### src/rtl/ap_result_collector.sv
// Packs finish-qualified dot-product results into AP_total memory words and flags vector completion.
// Optional one-entry skid buffer for results arriving during a write: define AP_COLLECT_SKID_EN.
module ap_result_collector #(
    parameter int number_of_equations_per_cluster = 16,
    parameter int element_width                   = 32,
    parameter int no_of_units                     = 8,
    parameter int addr_width                      = 8
) (
    input  logic                                   clk,
    input  logic                                   reset,
    input  logic                                   start,
    input  logic [element_width-1:0]               result,
    input  logic                                   finish,
    input  logic                                   mem_ready,
    output logic                                   AP_total_mem_we,
    output logic [addr_width-1:0]                  AP_total_mem_addr,
    output logic [element_width*no_of_units-1:0]   AP_total_mem_data,
    output logic                                   outsider_read_now,
    output logic [31:0]                            elem_count,
    output logic                                   done,
    output logic                                   overflow
);
    localparam int WORD_W = element_width * no_of_units;
    localparam int LANE_W = (no_of_units > 1) ? $clog2(no_of_units) : 1;
    localparam logic [31:0] TOTAL = 32'(number_of_equations_per_cluster);
    localparam logic [LANE_W-1:0] LAST_LANE = LANE_W'(no_of_units - 1);

    typedef enum logic [1:0] {IDLE, COLLECT, WRITE, DONE} state_t;
    state_t state, state_nxt;

    logic [LANE_W-1:0]        lane;
    logic [WORD_W-1:0]        buffer, buffer_nxt;
    logic [addr_width-1:0]    addr;
    logic [31:0]              count;
    logic                     ovf;

    logic                     restart, accept, drop, write_done, final_word, end_of_word;
    logic [element_width-1:0] accept_data;

`ifdef AP_COLLECT_SKID_EN
    logic                     skid_vld;
    logic [element_width-1:0] skid;
    logic                     skid_load;
`endif

    always_comb begin
        restart    = start && (state == IDLE || state == DONE);
        write_done = (state == WRITE) && mem_ready;
        final_word = (count == TOTAL);
`ifdef AP_COLLECT_SKID_EN
        // A held skid entry drains first; a coincident finish refills the skid.
        accept      = (state == COLLECT) && (skid_vld || finish);
        accept_data = skid_vld ? skid : result;
        skid_load   = finish && ((state == COLLECT && skid_vld) ||
                                 (state == WRITE && !skid_vld && !final_word));
        drop        = finish && (state != COLLECT) && !skid_load;
`else
        accept      = (state == COLLECT) && finish;
        accept_data = result;
        drop        = finish && (state != COLLECT);
`endif
        end_of_word = accept && ((lane == LAST_LANE) || (count == TOTAL - 32'd1));
    end

    // Element 0 lands in the most-significant lane; unfilled lanes stay zero from the clear.
    always_comb begin
        buffer_nxt = buffer;
        for (int i = 0; i < no_of_units; i++) begin
            if (accept && lane == LANE_W'(i))
                buffer_nxt[element_width*(no_of_units-1-i) +: element_width] = accept_data;
        end
        if (write_done)
            buffer_nxt = '0;
    end

    always_ff @(posedge clk or negedge reset) begin
        if (!reset)
            state <= IDLE;
        else
            state <= state_nxt;
    end

    always_comb begin
        state_nxt = state;
        case (state)
            IDLE, DONE: if (start) state_nxt = COLLECT;
            COLLECT:    if (end_of_word) state_nxt = WRITE;
            WRITE:      if (mem_ready) state_nxt = final_word ? DONE : COLLECT;
            default:    state_nxt = IDLE;
        endcase
    end

    always_ff @(posedge clk or negedge reset) begin
        if (!reset) begin
            lane   <= '0;
            buffer <= '0;
            addr   <= '0;
            count  <= '0;
            ovf    <= 1'b0;
        end else if (restart) begin
            lane   <= '0;
            buffer <= '0;
            addr   <= '0;
            count  <= '0;
            ovf    <= 1'b0;
        end else begin
            buffer <= buffer_nxt;
            if (accept) begin
                count <= count + 32'd1;
                lane  <= lane + LANE_W'(1);
            end
            if (write_done) begin
                lane <= '0;
                addr <= addr + addr_width'(1);
            end
            if (drop)
                ovf <= 1'b1;
        end
    end

`ifdef AP_COLLECT_SKID_EN
    always_ff @(posedge clk or negedge reset) begin
        if (!reset) begin
            skid_vld <= 1'b0;
            skid     <= '0;
        end else if (restart) begin
            skid_vld <= 1'b0;
        end else if (skid_load) begin
            skid     <= result;
            skid_vld <= 1'b1;
        end else if (accept && skid_vld) begin
            skid_vld <= 1'b0;
        end
    end
`endif

    always_comb begin
        AP_total_mem_we   = (state == WRITE);
        done              = (state == DONE);
`ifdef AP_COLLECT_SKID_EN
        outsider_read_now = (state == COLLECT) ||
                            (state == WRITE && !skid_vld && !final_word);
`else
        outsider_read_now = (state == COLLECT);
`endif
        AP_total_mem_addr = addr;
        AP_total_mem_data = buffer;
        elem_count        = count;
        overflow          = ovf;
    end

endmodule

### config.mk
export PLATFORM = sky130hd
export DESIGN_NAME = ap_result_collector
export DESIGN_NICKNAME = d
export VERILOG_FILES = /design/src/rtl/ap_result_collector.sv
export SDC_FILE = /design/constraint.sdc
export NUM_CORES = 1
export LEC_CHECK = 0
export BUFFER_PORTS_ARGS = -buffer_cell sky130_fd_sc_hd__buf_2
export CAP_MARGIN = 25
export CORE_AREA = 2 2 159 161
export CTS_CLUSTER_SIZE = 16
export DETAILED_ROUTE_END_ITERATION = 12
export DIE_AREA = 0 0 161 163
export PLACE_DENSITY = 0.79
export SYNTH_ARGS = -nofsm -noshare
export SYNTH_HDL_FRONTEND = slang
export SYNTH_SLANG_ARGS = --single-unit
### constraint.sdc
create_clock -name clk -period 2.3 [get_ports clk]
set_input_delay 0.23 -clock clk [delete_from_list [all_inputs] [get_ports clk]]
set_output_delay 0.23 -clock clk [all_outputs]
set_load 0.1 [all_outputs]
==> results.yml, run 1 <==
outcome:
  outcome: "completed"
timing:
  post-route-min-period_ps: 2113
  skew_ps: 24.66
  post-route-period-util: 0.9186
  finalSetupViolCount: 0
  max_freq_ghz: 0.4733
  maxSlewHeadroom: 0.4900
  hold_violations: 0
  final.setup.tns_ps: 0
  whs_ps: 9.162
  maxSlewViolCount: 0
  rsz0062_at_grt: "no"
  worst_pin_slew_ps: 764.9
hold_path:
  hold_class: "in2reg"
  hold_end: "AP_total_mem_data[81]"
  holdPathStages: 3
  hold_path_startpoint: "result[17]"
routing:
  avgRoutedWirePerCell_um: 19.10
  drt-total-wl_mm: 40.08
  via_per_inst: 5.520
  dr.pass1.iters: 7
  drcViolationCount: 0
  met3_length_mm: 3.375
  drt_iter0_markers: 1161
  wl_met2_mm: 19.37
  ant_nets: 0
  top_layer: "met4"
  num_vias: 11580
  met1_length_mm: 16.05
worst_setup_path:
  critPathLaunchType: "register"
  critPathTopFamily: "simple AND/OR/NAND/NOR gates"
  reg2regPathDepth: 8
  worstPathRequired_ps: 2750
  rrSetupSlack_ps: 190
  cp_num_cells: 8
  reg2reg_from: "state[1]"
  path_class: "reg2reg"
  crit_fanout: 11
  crit_buf_inv: 2
  critPathSlowestCell: "dfrtp_1"
  endpoint_kind: "register"
  r2r-end: "elem_count[22]"
  worstPathArrival_ps: 2560
  crit_chain: "inv_1, ha_4, and4_1, nand3_1, buf_4, nor3_1, xnor2_1, nor2_1"
  cpPeakStageDelay_ps: 400
global_route:
  overflow: 0
  antenna_found_initial: 0
  grt_pass1_vias: 11310
  grt_pass1_wl_mm: 61.68
  grt_use_total: 0.2982
  grt_start_max_net_pins: 81
floorplan:
  die_h_um: 163
  row_count: 58
  ios: 337
  start_util: 0.5206
  dieWidth_um: 161
  dieArea_um2: 26240
  fp.coreArea_um2: 24670
clocking:
  h-tree-depth: 1
  cts_resized: 0
  root_buffer: "clkbuf_16"
  clockBufferDepth: 3
  path_clk_slew_ps: 70
  postCtsSetupBuffers: 0
  clkSinkCount: 302
  cts_buffers: 31
  clk_latency_ps: 580
  cts_tree: "yes"
synthesis:
  synth_top_area_frac: 0.5883
  synthArstFlopShare: 1.000
  yosysTopAreaCell: "dfrtp_1"
  seq_area_frac_synth: 0.5883
  synth_fp_nets: 1484
  synth_edf_count: 0
  synth_cell_type_count: 32
  netlist_top_cells_count: "543 x nand2_1, 302 x dfrtp_1, 269 x a21oi_1, 62 x clkbuf_1, 38 x nor2_1"
  synth_flop_cell: "dfrtp_1"
  synth_area_leaders: "dfrtp_1 59%, nand2_1 16%, a21oi_1 10%"
  syn_area_um2: 12840
  synth.most_common_cell: "nand2_1"
  yosysWarningCount: 0
  avgSynthCellArea_um2: 8.951
  yosys_register_bits: 302
  syn-instance-count: 1435
place:
  io_buffers: 336
  dp_hpwl_mm: 26.16
  place_area_um2: 14820
  place_congestion: 0.8239
layout:
  drive_above_1_share: 0.2607
  final_nets: 1792
  n_antenna_cell: 0
  final_cell_area_um2: 16250
  area_growth_pct: 26.51
pwr:
  leakage_nw: 8.118
  power_w: 0.02353
  power_density_nw_per_um2: 1448
  max-vdd-ir-drop_mv: 1.249
flow_run:
  cap_violations: 0
[power breakdown]
part / internal (W) / switching [W]
clock network: 0.00366 / 0.00224
registers: 0.00620 / 0.000552
logic: 0.00163 / 0.00925
[kinds of logic after synthesis]
logic type | share of synthesized area
flip-flops | 0.5884
AO/OA/AOI/OAI | 0.1116
multiplexers | 0.002338
XOR/XNOR | 0.01909
adder cells (fa/ha/maj) | 0.01169
buffers and inverters | 0.05484
AND/OR/NAND/NOR | 0.2121
[how the worst max path moves through the flow]
stage               slack (ps)                endpoint     startpoint
floorplan                   -7          elem_count[29]  elem_count[2]
global placement           340          elem_count[18]       state[1]
detailed placement         260  AP_total_mem_data[246]       state[1]
CTS                        210          elem_count[22]       state[1]
global route                10          elem_count[22]       state[1]
finish                     190          elem_count[22]       state[1]
[sequential cells by signal, indices dropped and copies added, names as in the netlist]
name	count
AP_total_mem_addr	8
AP_total_mem_data	256
elem_count	32
lane	3
overflow	1
state	2
[area by class of cell]
type | instances | area, um2
repair buffers | 404 | 2397
fillers | 2004 | 8423
clock buffers | 33 | 803.3
flip-flops and latches | 302 | 7561
well taps | 330 | 412.9
clock inverters | 25 | 401.6
inverters | 16 | 60.06
multi-input cells | 988 | 4614
[cell usage in the layout, fill, tap and decap left out, drive strengths merged, types with 12 or more instances in the layout]
master	count
a21oi	269
buf	381
clkbuf	33
dfrtp	302
dlygate4sd3	23
ha	12
inv	18
nand2	543
nand3	18
nor2	38
nor4	15
xnor2	20
[through the flow]
step / utilization / std cells / worst slack (ps)
after global routing: 0.6586 / 2098 / 13.74
after global placement: 0.6005 / 2017 / 343.1
after detailed placement: 0.6005 / 2017 / 259.0
final: 0.6586 / 2098 / 187.2
after CTS: 0.6582 / 2097 / 213.3
after floorplan: - / 1435 / -7.345
[tightest hold or removal path: stages]
cell and delay (ps):
buf_2 190, nand2_1 80, a21oi_1 50
[timing repair]
action	CTS	global route
hold buffers	22	1
hold endpoints to repair	347	2
setup endpoints to repair	0	0
[per-layer routing]
metal | GRT usage | up-vias
met2 | 0.4828 | 578
met1 | 0.3924 | 5653
li1 | - | 5251
met3 | 0.06926 | 100
met5 | 0 | -
met4 | 0.1185 | 0
Note: power is estimated with default switching activity, not from simulation.
==> inputs of run 2 (changes only) <==
--- a/config.mk
+++ b/config.mk
@@ -6,7 +6,7 @@
 export NUM_CORES = 1
 export LEC_CHECK = 0
 export BUFFER_PORTS_ARGS = -buffer_cell sky130_fd_sc_hd__buf_2
-export CAP_MARGIN = 25
+export CAP_MARGIN = 20
 export CORE_AREA = 2 2 159 161
 export CTS_CLUSTER_SIZE = 16
 export DETAILED_ROUTE_END_ITERATION = 12
==> constraint.sdc (replaced) <==
create_clock -name clk -period 2.4 [get_ports clk]
set_input_delay 0.24 -clock clk [delete_from_list [all_inputs] [get_ports clk]]
set_output_delay 0.24 -clock clk [all_outputs]
set_load 0.1 [all_outputs]
==> run 2 against run 1 <==
Combinational power fell by 4%. Worst hold slack improved by 4.0 ps. Critical path depth fell by 1. Sequential share of layout area rose by 0.62 points. Flip-flop and latch count did not move. Clock power fell by 12%. Die area did not move. Clock skew fell by 0.56 ps. Clock-buffer cell count rose by 7. Core utilization fell by 0.87 points. Power fell by 5.8%. Critical endpoint is now elem_count[24]. Largest power group unchanged.
==> results.yml, run 2 (synthesized netlist as in run 1, its figures left out) <==
worst_setup_path:
  endpoint: "elem_count[24]"
  crit_start: "state[1]"
  endpoint_kind: "register"
  worstPathRequired_ps: 2820
  rrSetupSlack_ps: 260
  crit_fanout: 11
  r2r-end: "elem_count[24]"
  worstPathArrival_ps: 2560
  reg2regPathDepth: 7
  path_class: "reg2reg"
  reg2reg_from: "state[1]"
  critPathLaunchType: "register"
floorplan:
  dieArea_um2: 26240
  start_util: 0.5206
  dieWidth_um: 161
  die_h_um: 163
  ios: 337
  row_count: 58
  fp.coreArea_um2: 24670
clocking:
  clockBufferDepth: 3
  hold_buffers: 6
  cts_resized: 0
  cts_buffers: 31
  path_clk_slew_ps: 60
  root_buffer: "clkbuf_16"
  h-tree-depth: 1
  clkSinkCount: 302
  postCtsSetupBuffers: 0
  cts_tree: "yes"
  clk_latency_ps: 570
pwr:
  p_comb_frac: 0.473
  max-vdd-ir-drop_mv: 1.433
  leakage_nw: 8.020
  power_density_nw_per_um2: 1382
  netSwitchingFraction: 0.5167
  pwr-share-clk: 0.235
  p_int_w: 0.01071
  power_w: 0.02216
  seqPwrFrac: 0.292
  switchingPower_w: 0.01145
routing:
  drcViolationCount: 0
  via_per_inst: 5.494
  avgRoutedWirePerCell_um: 19.02
  num_vias: 11410
  drt-total-wl_mm: 39.50
  dr.pass1.iters: 5
  drt_iter0_markers: 975
  ant_nets: 0
global_route:
  overflow: 0
  grt_pass1_vias: 11000
  grt_use_total: 0.2973
  grt_pass1_wl_mm: 61.55
  grt_start_max_net_pins: 75
  antenna_found_initial: 0
timing:
  maxSlewViolCount: 0
  hold_violations: 0
  worst_pin_slew_ps: 769.6
  post-route-min-period_ps: 2141
  maxSlewHeadroom: 0.4869
  rsz0062_at_grt: "no"
  finalSetupViolCount: 0
  max_freq_ghz: 0.4671
  post-route-period-util: 0.8920
  skew_ps: 24.10
  final.setup.tns_ps: 0
hold_path:
  hold_class: "in2reg"
  hold_path_startpoint: "result[7]"
flow_run:
  cap_violations: 0
layout:
  drive_above_1_share: 0.2587
  multi_input_area_um2: 4614
  final_common_cell: "nand2_1"
  final_nets: 1772
  ff_latch_area_um2: 7560
  final_cell_mix: "542 x nand2_1, 335 x buf_2, 300 x dfrtp_1"
  largest_reg_flops: 256
  n_antenna_cell: 0
  area_growth_pct: 24.84
  n_fill_cell: 2032
place:
  dp_hpwl_mm: 26.08
  place_congestion: 0.8293
  io_buffers: 336
outcome:
  outcome: "completed"
## run 2: worst min-delay path by stage
stage                             endpoint  cells after the start
floorplan             AP_total_mem_addr[0]                      0
global placement    AP_total_mem_data[212]                      1
detailed placement  AP_total_mem_data[109]                      1
CTS                 AP_total_mem_data[244]                      3
global route         AP_total_mem_data[28]                      3
finish               AP_total_mem_data[39]                      3
## run 2: per-layer routing
metal	global-route usage	vias to the layer above	wire length, um	part of all wire
li1	-	5213	-	-
met1	0.3979	5572	16000	0.41
met2	0.4830	543	18800	0.48
met3	0.06519	82	3460	0.088
met4	0.1051	0	1237	0.031
met5	0	-	0	0
## run 2: area by class of cell
class                   count  area share
clock buffers              40     0.05360
clock inverters            17     0.01553
flip-flops and latches    302      0.4714
inverters                  16    0.003745
repair buffers            384      0.1422
well taps                 330     0.02575
multi-input cells         988      0.2878
## run 2: critical path: stages, from the launching register on
cell	delay (ps)
dfrtp_1	400
inv_1	120
ha_4	200
and4_1	300
nand3_1	380
nor4_2	410
xnor2_1	150
nor2_1	50
## run 2: per-stage QoR
| stage | hold WS [ps] | util | setup WS, ps | std cells | area, um2 |
|---|---|---|---|---|---|
| floorplan | -55.59 | - | 90.91 | 1435 | 12860 |
| global placement | 280.2 | 0.6025 | 356.9 | 2014 | 14870 |
| detailed placement | 293.5 | 0.6025 | 295.3 | 2014 | 14870 |
| CTS | 4.287 | 0.6499 | 282.7 | 2077 | 16040 |
| global route | 7.109 | 0.6499 | 130.0 | 2077 | 16040 |
| finish | 13.18 | 0.6499 | 259.2 | 2077 | 16040 |
## run 2: power groups by stage
stage	clock, W	sequential [W]	combinational [W]
after global placement	0	0.00650	0.0104
after CTS	0.00526	0.00647	0.0105
after detailed placement	0	0.00654	0.0105
final	0.00521	0.00648	0.0105
after global routing	0.00550	0.00658	0.0109
after floorplan	0	0.0124	0.00239
==> inputs of run 3 (changes only) <==
--- a/config.mk
+++ b/config.mk
@@ -12,6 +12,7 @@
 export DETAILED_ROUTE_END_ITERATION = 12
 export DIE_AREA = 0 0 161 163
 export PLACE_DENSITY = 0.79
+export RECOVER_POWER = 50
 export SYNTH_ARGS = -nofsm -noshare
 export SYNTH_HDL_FRONTEND = slang
 export SYNTH_SLANG_ARGS = --single-unit
==> run 3 against run 2 <==
Cell count unchanged. Worst hold slack better by 2.0 ps. Sequential power about the same. Fmax shrank 0.30%. Largest power group unchanged.
==> results.yml, run 3 (synthesized netlist as in run 1, its figures left out) <==
outcome:
  outcome: "completed"
layout:
  n_antenna_cell: 0
  final_cell_mix: "542 x nand2_1, 300 x dfrtp_1, 269 x a21oi_1"
  final_nets: 1772
  area_growth_pct: 22.71
  largest_reg_flops: 256
  drive_above_1_share: 0.1712
  final_common_cell: "nand2_1"
clocking:
  cts_buffers: 31
  postCtsSetupBuffers: 0
  clockBufferDepth: 3
  root_buffer: "clkbuf_16"
  hold_buffers: 6
  cts_resized: 0
  clkSinkCount: 302
  cts_tree: "yes"
  h-tree-depth: 1
  path_clk_slew_ps: 60
  clk_latency_ps: 570
worst_setup_path:
  path_class: "reg2reg"
  crit_fanout: 11
  reg2reg_from: "state[1]"
  worstPathArrival_ps: 2570
  crit_start: "state[1]"
  critPathLaunchType: "register"
  rrSetupSlack_ps: 250
  endpoint_kind: "register"
  worstPathRequired_ps: 2820
  r2r-end: "elem_count[24]"
  reg2regPathDepth: 7
flow_run:
  cap_violations: 0
timing:
  worst_pin_slew_ps: 1272
  skew_ps: 24.79
  post-route-min-period_ps: 2147
  finalSetupViolCount: 0
  max_freq_ghz: 0.4657
  post-route-period-util: 0.8947
  final.setup.tns_ps: 0
  maxSlewHeadroom: 0.1520
  rsz0062_at_grt: "no"
  hold_violations: 0
  maxSlewViolCount: 0
floorplan:
  dieArea_um2: 26240
  fp.coreArea_um2: 24670
  row_count: 58
  die_h_um: 163
  dieWidth_um: 161
  ios: 337
  start_util: 0.5206
global_route:
  overflow: 0
  antenna_found_initial: 0
  grt_use_total: 0.2973
  grt_start_max_net_pins: 75
  grt_pass1_wl_mm: 61.55
  grt_pass1_vias: 11000
routing:
  ant_nets: 0
  num_vias: 11460
  drt_iter0_markers: 1057
  via_per_inst: 5.517
  dr.pass1.iters: 5
  drt-total-wl_mm: 39.49
  drcViolationCount: 0
  avgRoutedWirePerCell_um: 19.01
pwr:
  netSwitchingFraction: 0.5205
  power_w: 0.02202
  leakage_nw: 7.335
  p_comb_frac: 0.469
  power_density_nw_per_um2: 1397
  switchingPower_w: 0.01146
  p_int_w: 0.01056
  pwr-share-clk: 0.236
  seqPwrFrac: 0.295
  max-vdd-ir-drop_mv: 1.422
hold_path:
  hold_class: "in2reg"
  hold_path_startpoint: "result[7]"
  hold_end: "AP_total_mem_data[39]"
  holdPathStages: 3
place:
  place_congestion: 0.8293
  io_buffers: 336
  dp_hpwl_mm: 26.08
## run 3: cell types whose count changed in the layout (fill, tap and decap cells not counted), sizes merged
| cell | before | now |
|---|---|---|
| clkbuf | 40 | 198 |
| buf | 378 | 220 |
## run 3: final cells by class
type                            instances  area (um2)
Timing Repair Buffer                  384        2006
Clock inverter                         17       249.0
Fill cell                            2142        8912
Tap cell                              330       412.9
Inverter                               16       60.06
Multi-Input combinational cell        988        4614
Clock buffer                           40       859.6
Sequential cell                       302        7560
## run 3: how the worst max path moves through the flow
stage | to | slack, ps | cells past startpoint
after floorplan | elem_count[23] | 90 | 6
after global placement | elem_count[24] | 360 | 7
after detailed placement | elem_count[24] | 300 | 7
after CTS | elem_count[13] | 280 | 7
after global routing | elem_count[11] | 130 | 8
final | elem_count[24] | 250 | 7
## run 3: routing by layer
| metal | GRT usage | up-vias | part of all wire |
|---|---|---|---|
| li1 | - | 5211 | - |
| met1 | 0.3979 | 5623 | 0.40 |
| met2 | 0.4830 | 542 | 0.48 |
| met3 | 0.06519 | 82 | 0.090 |
| met4 | 0.1051 | 0 | 0.031 |
| met5 | 0 | - | 0 |
## run 3: power by group through the flow
stage               registers [W]  clock network, W  logic (W)
finish                    0.00649           0.00520     0.0103
global placement          0.00650                 0     0.0104
CTS                       0.00647           0.00526     0.0105
global route              0.00659           0.00550     0.0108
floorplan                  0.0124                 0    0.00239
detailed placement        0.00654                 0     0.0105
## run 3: critical path, stage by stage, from the launching register on
cell and delay [ps]:
dfrtp_1 400, inv_1 120, ha_4 200, and4_1 300, nand3_1 390, nor4_2 410, xnor2_1 150, nor2_1 50
## run 3: metrics by stage
step	util	cell area [um2]	hold slack [ps]	setup WS, ps	cells
after floorplan	-	12860	-55.59	90.91	1435
after global placement	0.6025	14870	280.2	356.9	2014
after detailed placement	0.6025	14870	293.5	295.3	2014
after CTS	0.6499	16040	4.287	282.7	2077
after global routing	0.6388	15760	7.109	130.0	2077
final	0.6388	15760	15.19	252.8	2077
